$ cat src/rtl/mem_arbiter.sv
// Two-requester (fetch I / load-store D) arbiter onto one shared memory port, D has priority.
// Issue one cycle after the request pulse; ready is passed back combinationally; one pending slot per requester.
package mem_arbiter_pkg;
  typedef struct packed {
    logic        mem_valid;
    logic        mem_instr;
    logic [31:0] mem_addr;
    logic [31:0] mem_wdata;
    logic [3:0]  mem_wstrb;
  } mem_in_type;

  typedef struct packed {
    logic        mem_ready;
    logic [31:0] mem_rdata;
  } mem_out_type;
endpackage

module mem_arbiter
  import mem_arbiter_pkg::*;
(
  input  logic        clk,
  input  logic        rst,
  input  mem_in_type  imem_in,
  output mem_out_type imem_out,
  input  mem_in_type  dmem_in,
  output mem_out_type dmem_out,
  output mem_in_type  mem_in,
  input  mem_out_type mem_out,
  output logic        err
);

  typedef enum logic [1:0] {IDLE, BUSY_I, BUSY_D} state_t;

  state_t     state, state_nxt;
  mem_in_type slot_i, slot_d;
  logic       slot_i_v, slot_d_v;
  logic       issue_q, issue_nxt;
  logic       done_i, done_d;

  // An idle decision sees the pulse arriving this cycle; the decision at a
  // ready edge only sees slots captured before that cycle.
  always_comb begin
    state_nxt = state;
    issue_nxt = 1'b0;
    done_i    = 1'b0;
    done_d    = 1'b0;
    imem_out  = '0;
    dmem_out  = '0;
    mem_in    = '0;
    case (state)
      IDLE: begin
        if (slot_d_v || dmem_in.mem_valid) begin
          state_nxt = BUSY_D;
          issue_nxt = 1'b1;
        end else if (slot_i_v || imem_in.mem_valid) begin
          state_nxt = BUSY_I;
          issue_nxt = 1'b1;
        end
      end
      BUSY_I: begin
        mem_in           = slot_i;
        mem_in.mem_valid = issue_q;
        mem_in.mem_instr = 1'b1;
        if (mem_out.mem_ready) begin
          imem_out = mem_out;
          done_i   = 1'b1;
          if (slot_d_v) begin
            state_nxt = BUSY_D;
            issue_nxt = 1'b1;
          end else begin
            state_nxt = IDLE;
          end
        end
      end
      BUSY_D: begin
        mem_in           = slot_d;
        mem_in.mem_valid = issue_q;
        mem_in.mem_instr = 1'b0;
        if (mem_out.mem_ready) begin
          dmem_out = mem_out;
          done_d   = 1'b1;
          if (slot_i_v) begin
            state_nxt = BUSY_I;
            issue_nxt = 1'b1;
          end else begin
            state_nxt = IDLE;
          end
        end
      end
      default: state_nxt = IDLE;
    endcase
    // Outputs are forced quiet while reset is held, not just after its edge.
    if (!rst) begin
      imem_out = '0;
      dmem_out = '0;
      mem_in   = '0;
    end
  end

  always_ff @(posedge clk) begin
    if (!rst) begin
      state    <= IDLE;
      issue_q  <= 1'b0;
      slot_i   <= '0;
      slot_d   <= '0;
      slot_i_v <= 1'b0;
      slot_d_v <= 1'b0;
      err      <= 1'b0;
    end else begin
      state   <= state_nxt;
      issue_q <= issue_nxt;
      if (done_i) slot_i_v <= 1'b0;
      if (done_d) slot_d_v <= 1'b0;
      // A slot stays occupied until its transaction completes, so this also
      // catches a repeat pulse while that requester is in flight.
      if (imem_in.mem_valid) begin
        if (slot_i_v) begin
          err <= 1'b1;
        end else begin
          slot_i_v <= 1'b1;
          slot_i   <= imem_in;
        end
      end
      if (dmem_in.mem_valid) begin
        if (slot_d_v) begin
          err <= 1'b1;
        end else begin
          slot_d_v <= 1'b1;
          slot_d   <= dmem_in;
        end
      end
    end
  end

endmodule

$ cat config.mk
export PLATFORM = sky130hd
export DESIGN_NAME = mem_arbiter
export DESIGN_NICKNAME = d
export VERILOG_FILES = /design/src/rtl/mem_arbiter.sv
export SDC_FILE = /design/constraint.sdc
export NUM_CORES = 1
export LEC_CHECK = 0
export BUFFER_PORTS_ARGS = -buffer_cell sky130_fd_sc_hd__buf_2
export CAP_MARGIN = 15
export CORE_MARGIN = 8
export CORE_UTILIZATION = 43
export CTS_CLUSTER_DIAMETER = 60
export DETAILED_ROUTE_END_ITERATION = 10
export GPL_ROUTABILITY_DRIVEN = 0
export PLACE_DENSITY = 0.77
export SKIP_CTS_REPAIR_TIMING = 1
export SLEW_MARGIN = 10
export SYNTH_ARGS = -nofsm -noshare
export SYNTH_HDL_FRONTEND = slang
export SYNTH_SLANG_ARGS = --single-unit
$ cat constraint.sdc
create_clock -name clk -period 1.5 [get_ports clk]
set_input_delay 0.15 -clock clk [delete_from_list [all_inputs] [get_ports clk]]
set_output_delay 0.15 -clock clk [all_outputs]
set_load 0.1 [all_outputs]
# [After elaboration in Yosys (flattened, before gate mapping)]
# Cells that the tools add are included.
[word_totals] reg_bits=142 input_bits=175 output_inout_bits=137 word_cells=58
[classes] eq_ne=5 mux=34 bitwise=2 reduce_logical=6
[op_table] cell="two-way mux 33 bit" count=5
[op_table] cell="one-hot mux 70 bit (2 select lines)" count=1
[op_table] cell="two-way mux 70 bit" count=1
[op_table] cell="two-way mux 1 bit" count=20
[op_table] cell="two-way mux 2 bit" count=5
[op_table] cell="one-hot mux 2 bit (3 select lines)" count=1
[op_table] cell="inequality test 2 bit (second input constant)" count=2
[op_table] cell="AND reduction 2 bit" count=2
[op_table] cell="inequality test 3 bit (second input constant)" count=1
[op_table] cell="one-hot mux 1 bit (3 select lines)" count=1
[op_table] cell="AND reduction 3 bit" count=1
[op_table] cell="== test 2 x 1 -> 1 bit (second input constant)" count=1
[op_table] cell="== test 2 bit (second input constant)" count=1
[op_table] cell="logical NOT 2 bit" count=1
[op_table] cell="logical OR 1 bit" count=2
[op_table] cell="inverter 1 bit" count=2

# [Depth between registers and ports, before layout]
# Gate-level depths: netlist of the first run.
[logic_depth] word_depth=5 ltp_mapped=7 mapped_depth_nobuf=5

# [Worst setup path after synthesis of the first run]
# No wires, ideal clock.
[synth_path] kind="reg2out" startpoint="reg state[0]" endpoint="out mem_in[69] (netlist name)" arrival_ps=3183 required_time_ps=1350 path_slack_ps=-1833 path_stages_with_launch=6 n_path_buf=1 path_cell_list="dfxtp_1 -> inv_1 -> ha_1 -> nand2_1 -> buf_2 -> nor3b_1"
[synth_lines] element="start, declared" line="34" rtl="state_t state, state_nxt;"
[synth_lines] element="start signal, assigned" line="110" rtl="state <= state_nxt;"
[synth_lines] element="end, declared" line="27" rtl="output mem_in_type mem_in,"

==> metrics.md, run 1 <==
| Metric | Value |
|---|---|
| Status | `finished, violations left` |
| Violated checks | `negative hold slack, negative setup slack` |
| GR peak layer | `met2` |
| Vias after detailed routing | `9142` |
| Crit path required time | `1.35 ns` |
| Register area share after synthesis | `0.419` |
| Setup TNS | `-72.30 ns` |
| Setup WS post-layout | `-0.596 ns` |
| Crit end category | `primary output` |
| Cell Pwr Density | `969 nW/um^2` |
| Synth unique cells | `30` |
| Filler instances | `538` |
| Core Region | `15700 um^2` |
| I/O Buffers | `309` |
| # IOs | `312` |
| Worst setup path start | `state[1]` |
| Pre-Repair DR Iteration Count | `6` |
| Critical path class | `register to primary output` |
| Post-route non-filler standard cell count | `1546` |
| Total clock buffers created by CTS | `17` |
| Worst-Skew Late Latency | `0.43 ns` |
| Worst min path class | `input port to register` |
| Share of post-route cells with drive strength above 1 | `0.476` |
| DP HPWL | `19600 um` |
| Antenna Nets Post-Route | `0` |
| Crit-path cells | `inv_4 > ha_4 > buf_12 > buf_12 > a22oi_2 > nor2_4 > buf_12` |
| Worst path slowest cell | `dfxtp_4` |
| Max-Cap Viols | `0` |
| Area of the multi-input gates | `4570 um^2` |
| Worst-margin pin slew | `0.681 ns` |
| Synth Instances | `867` |
| Die ar. | `20100 um^2` |
| DR DRC count | `0` |
| Most frequent cells in the layout | `265 x nand2_1, 172 x buf_2, 160 x buf_12` |
| Nets | `1482` |
| Syn_area_per_cell | `7.83 um^2` |
| Fmax | `477 MHz` |
| CTS H-tree depth | `4` |
| M3 GR Usage | `0.0800` |
| Initial antenna violation count | `14` |
| Syn_nets | `1046` |
| Cell Area, Synth | `6790 um^2` |
| Total GRT Usage | `0.252` |
| Slew Limit Headroom | `0.542` |
| Met1 usage | `0.267` |
| WL/cell | `26.6 um` |
| Leak Pwr | `5.50 nW` |
| DP Worst Slack | `-0.144 ns` |
| CTS tree | `built` |
| Hold Vio Cnt, Final | `5` |
| Sequential Area | `2850 um^2` |
| Final Max Slew Viols | `0` |
| Most common cell on crit path | `buf_12` |
| Largest net degree at the start of global routing | `49` |
| Die Wd | `142 um` |
| Critical path's largest stage delay | `0.39 ns` |
| Vias in the first global route | `7455` |
| Peak fanout along the critical path | `11` |
| Period utilisation layout | `1.40` |
| GRT overflow | `0` |
| Most common cell after layout, fill and taps aside | `nand2_1` |
| Yosys warnings | `0` |
| Clk buf depth | `2` |
| RSZ-0062 raised after global routing | `true` |
| Tmin final | `2.10 ns` |
| Arrival time worst endpoint | `1.95 ns` |
| Initial Util | `0.434` |
| Yosys reg bits | `142` |
| CTS root buf | `clkbuf_16` |
| Endpoints failing setup | `141` |
| Initial drt markers | `1028` |
| CP Launch Type | `register` |
| Hold slack | `-0.0335 ns` |
| Maximum vdd ir drop | `1.16 mV` |
| Die Ht | `142 um` |
| Tot Pwr | `13.7 mW` |
| Via/cell ratio | `5.91` |
| Reg2reg start | `slot_d_v` |
| Sink Count | `142` |
| Row cnt | `46` |
| Final WL | `41200 um` |
| Hold path start | `imem_in[41]` |
| Met2 Resource Use GR | `0.443` |
| First-pass GRT wire length | `39600 um` |
| Clock transition at the registers of the reported paths | `0.06 ns` |
| Placed Cells | `1359` |
| Skew final | `0.00873 ns` |
| Area grow syn2layout | `109%` |
## area by class of cell
| type | count | share of cell area |
|---|---|---|
| Timing Repair Buffer | 494 | 0.410 |
| Multi-Input combinational cell | 646 | 0.323 |
| Sequential cell | 142 | 0.201 |
| Clock buffer | 24 | 0.0340 |
| Tap cell | 216 | 0.0191 |
| Clock inverter | 8 | 0.00927 |
| Antenna cell | 14 | 0.00247 |
| Inverter | 2 | 0.000883 |
## per-layer routing
layer | wire length [um] | share of wire | vias to the layer above
li1 | - | - | 3746
met1 | 13400 | 0.33 | 4361
met2 | 19700 | 0.48 | 743
met3 | 4110 | 0.10 | 290
met4 | 3950 | 0.096 | 2
met5 | 13 | 0.00032 | -
## power breakdown
| part | total [mW] | internal [mW] | switching (mW) |
|---|---|---|---|
| sequential | 4.24 | 4.02 | 0.224 |
| clock | 4.51 | 2.76 | 1.75 |
| combinational | 4.97 | 2.11 | 2.86 |
## Yosys cell counts (all sizes together)
| master | n | area (um^2) |
|---|---|---|
| o21ai | 4 | 20.0 |
| a221oi | 1 | 8.76 |
| nand2 | 276 | 1060 |
| nand2b | 2 | 12.5 |
| a21bo | 1 | 10.0 |
| mux2i | 2 | 20.0 |
| nor2 | 69 | 259 |
| clkbuf | 33 | 128 |
| and3 | 2 | 12.5 |
| inv | 2 | 7.51 |
| nor2b | 5 | 31.3 |
| a21boi | 136 | 1060 |
| o2111ai | 1 | 8.76 |
| nor4 | 1 | 6.26 |
| nor3b | 2 | 15.0 |
| dfxtp | 142 | 2840 |
| a31oi | 2 | 12.5 |
| a22oi | 68 | 510 |
| and2 | 66 | 413 |
| a21oi | 1 | 5.00 |
| a2bb2oi | 1 | 8.76 |
| ha | 4 | 50.1 |
| buf | 45 | 280 |
| nand3b | 1 | 7.51 |
## flip-flops by register name, indices dropped and copies added, names as in the netlist
signal and cells:
slot_i_v 1, issue_q 1, err 1, state 2
slot_i 68, slot_d_v 1, slot_d 68
## stage by stage
step	util	cell area, um^2
CTS	0.762	11900
global route	0.905	14200
detailed placement	0.723	11300
floorplan	-	7360
finish	0.905	14200
global placement	0.723	11300
## cells by family after synthesis
kind of cell / synth area share
compound gates: 0.242
fa+ha+maj: 0.00737
buf+inv: 0.0612
flops: 0.419
mux: 0.00295
simple gates: 0.268
## worst max-delay path: cells and delay by family (launching register included)
kind	cells	cell delay (ns)
and+or+nand+nor	1	0.08
adders and majority gates	1	0.20
AOI/OAI and AO/OA	1	0.33
DFF	1	0.39
buffers and inverters	4	0.51
## path summary, 6_finish.rpt
path | cells after the start | slack [ns] | to
worst max register to register | 3 | -0.14 | state[1]
worst max-delay path | 7 | -0.60 | mem_in[61]
worst min register to register | 2 | 0.46 | slot_i[33]
worst min-delay path | 3 | -0.03 | slot_i[41]
No activity file was read; power rests on OpenSTA's default activity.
==> inputs of run 2 (changes only) <==
CELL_PAD_IN_SITES_DETAIL_PLACEMENT = 1   (was not set)
CELL_PAD_IN_SITES_GLOBAL_PLACEMENT = 1   (was not set)
CORE_UTILIZATION = 30   (was 43)
PLACE_DENSITY = not set   (was 0.77)
PLACE_DENSITY_LB_ADDON = 0.1   (was not set)
SLEW_MARGIN = 20   (was 10)
==> run 2 against run 1 <==
Clock power fell by 5.3%. Core utilization fell by 29 points. Global-route usage fell by 5.8 points. Setup slack improved by 0.11 ns. Largest cell class unchanged. Sequential power fell by 1%. Clock skew barely moved. Sequential share of layout area rose by 0.38 points. The run still ends with negative hold slack, negative setup slack left. Count of clock-buffer cells in the layout fell by 5. Final area fell by 1.8%. Hold slack improved by 0.015 ns.
==> metrics.md, run 2 (same netlist as run 1, synthesis figures left out) <==
| Metric | Value |
|---|---|
| Cell Pwr Density | `916 nW/um^2` |
| Peak fanout along the critical path | `8` |
| Crit end category | `primary output` |
| Skew final | `0.00861 ns` |
| Clock transition at the registers of the reported paths | `0.06 ns` |
| DP Worst Slack | `-0.120 ns` |
| Largest regs | `slot_d (68), slot_i (68), state (2)` |
| # IOs | `312` |
| Total clock buffers created by CTS | `17` |
| Setup WS post-layout | `-0.482 ns` |
| CTS tree | `built` |
| Hold Vio Cnt, Final | `4` |
| Initial antenna violation count | `3` |
| Endpoints failing setup | `136` |
| First-pass GRT wire length | `42800 um` |
| Switching share of total power | `0.348` |
| Reg2Reg Capture Point | `issue_q` |
| Arrival time worst endpoint | `1.83 ns` |
| Period utilisation layout | `1.32` |
| Core Region | `22400 um^2` |
| Area grow syn2layout | `105%` |
| RSZ-0062 raised after global routing | `true` |
| I/O Buffers | `309` |
| Tot Pwr | `12.7 mW` |
| Crit path required time | `1.35 ns` |
| CTS root buf | `clkbuf_16` |
| Most frequent cells in the layout | `265 x nand2_1, 172 x buf_2, 154 x buf_12` |
| Leak Pwr | `5.40 nW` |
| Slew Limit Headroom | `0.653` |
| GRT overflow | `0` |
| Via/cell ratio | `4.85` |
| Filler instances | `2393` |
| Antenna Nets Post-Route | `0` |
| R2R depth | `7` |
| Fmax | `505 MHz` |
| Largest net degree at the start of global routing | `71` |
| Hold path start | `imem_in[28]` |
| CP Launch Type | `register` |
| Die Wd | `166 um` |
| Initial Util | `0.303` |
| Hold path depth | `3` |
| Status | `finished, violations left` |
| Final Max Slew Viols | `0` |
| Initial drt markers | `307` |
| Critical path class | `register to primary output` |
| WL/cell | `19.9 um` |
| Sink Count | `142` |
| Nets | `1482` |
| Worst-margin pin slew | `0.524 ns` |
| Crit-path cells | `inv_4 > ha_4 > and3_4 > buf_6 > and2_4 > buf_12` |
| Core Util, Final | `0.620` |
| Row cnt | `55` |
| Comb power frac | `0.336` |
| Pre-Repair DR Iteration Count | `4` |
| DP HPWL | `20800 um` |
| Reg2reg start | `state[0]` |
| Hold slack | `-0.0187 ns` |
| Delay-heaviest family, CP | `simple AND/OR/NAND/NOR gates` |
| CTS H-tree depth | `4` |
| CP Buf/Inv Count | `3` |
| Most common cell after layout, fill and taps aside | `nand2_1` |
| Tmin final | `1.98 ns` |
| Vias after detailed routing | `7786` |
| Maximum vdd ir drop | `0.666 mV` |
| Worst path slowest cell | `dfxtp_4` |
| Clock power share | `0.335` |
| Share of post-route cells with drive strength above 1 | `0.461` |
| Max-Cap Viols | `0` |
| Worst-Skew Late Latency | `0.42 ns` |
| Total GRT Usage | `0.194` |
| Worst min path class | `input port to register` |
| R2R Setup Slk | `0.01 ns` |
| Clk buf depth | `2` |
| Die ar. | `27700 um^2` |
| Hold Path End | `slot_i[28]` |
| Final WL | `31900 um` |
| Net Switching | `4.43 mW` |
| Violated checks | `negative hold slack, negative setup slack` |
| Seq pwr share | `0.329` |
| Die Ht | `166 um` |
| DR DRC count | `0` |
| Pint | `8.31 mW` |
| Vias in the first global route | `7309` |
| Critical path's largest stage delay | `0.36 ns` |
==> run 2: cell types whose count changed in the layout (fill, tap and decap cells not counted), sizes merged <==
| cell | delta |
|---|---|
| diode | -11 |
| dlygate4sd3 | +11 |
| clkbuf | -9 |
| buf | -6 |
| inv | +5 |
| bufinv | -1 |
| clkinvlp | +1 |
| nand2 | -1 |
==> run 2: power by group through the flow <==
stage	Sequential (mW)	Clock [mW]	Combinational, mW
5_1_grt	4.21	4.55	4.52
4_1_cts	4.15	4.37	3.50
2_1_floorplan	4.21	0	2.14
3_3_place_gp	4.23	0	3.44
3_5_place_dp	4.23	0	3.48
6_report	4.19	4.27	4.28
==> run 2: worst register-to-register path, stage by stage, from the launching register on <==
cell and delay (ns):
dfxtp_4 0.37, inv_4 0.05, ha_4 0.18, buf_12 0.17, buf_4 0.14, and2_1 0.16, o2111ai_1 0.21, a21oi_1 0.09
==> run 2: area by class of cell <==
cell class / count / area, um^2 / share of cell area
Timing Repair Buffer: 495 / 5670 / 0.408
Multi-Input combinational cell: 645 / 4420 / 0.318
Sequential cell: 142 / 2850 / 0.205
Clock buffer: 19 / 433 / 0.0311
Tap cell: 285 / 357 / 0.0256
Clock inverter: 13 / 155 / 0.0112
Inverter: 2 / 12.5 / 0.000900
Antenna cell: 3 / 7.51 / 0.000540
==> run 2: per-layer routing <==
metal,wire length (um),global-route usage,vias to the layer above
met3,1490,0.0565,41
met5,13,0,-
met4,563,0.0533,2
li1,-,-,3735
met2,17400,0.348,209
met1,12400,0.222,3799
==> run 2: how the worst max path moves through the flow <==
stage | slack (ns) | startpoint | cells after the start | end
3_3_place_gp | -0.09 | state[0] | 7 | mem_in[62]
4_1_cts | -0.58 | state[0] | 7 | mem_in[61]
2_1_floorplan | -0.55 | state[1] | 5 | mem_in[18]
6_report | -0.48 | state[0] | 6 | dmem_out[19]
5_1_grt | -0.56 | state[1] | 6 | mem_in[36]
3_5_place_dp | -0.12 | state[0] | 7 | mem_in[61]
==> run 2: per-stage QoR <==
step           instances  setup TNS, ns  instance area, um^2  hold slack [ns]
6_report            1604         -60.29                13900          -0.0187
5_1_grt             1603         -69.94                13900         0.000505
4_1_cts             1460         -70.96                12000          -0.0539
3_5_place_dp        1428          -9.48                11400            0.395
3_3_place_gp        1428          -5.07                11400            0.390
2_1_floorplan        867         -30.81                 7360            0.257
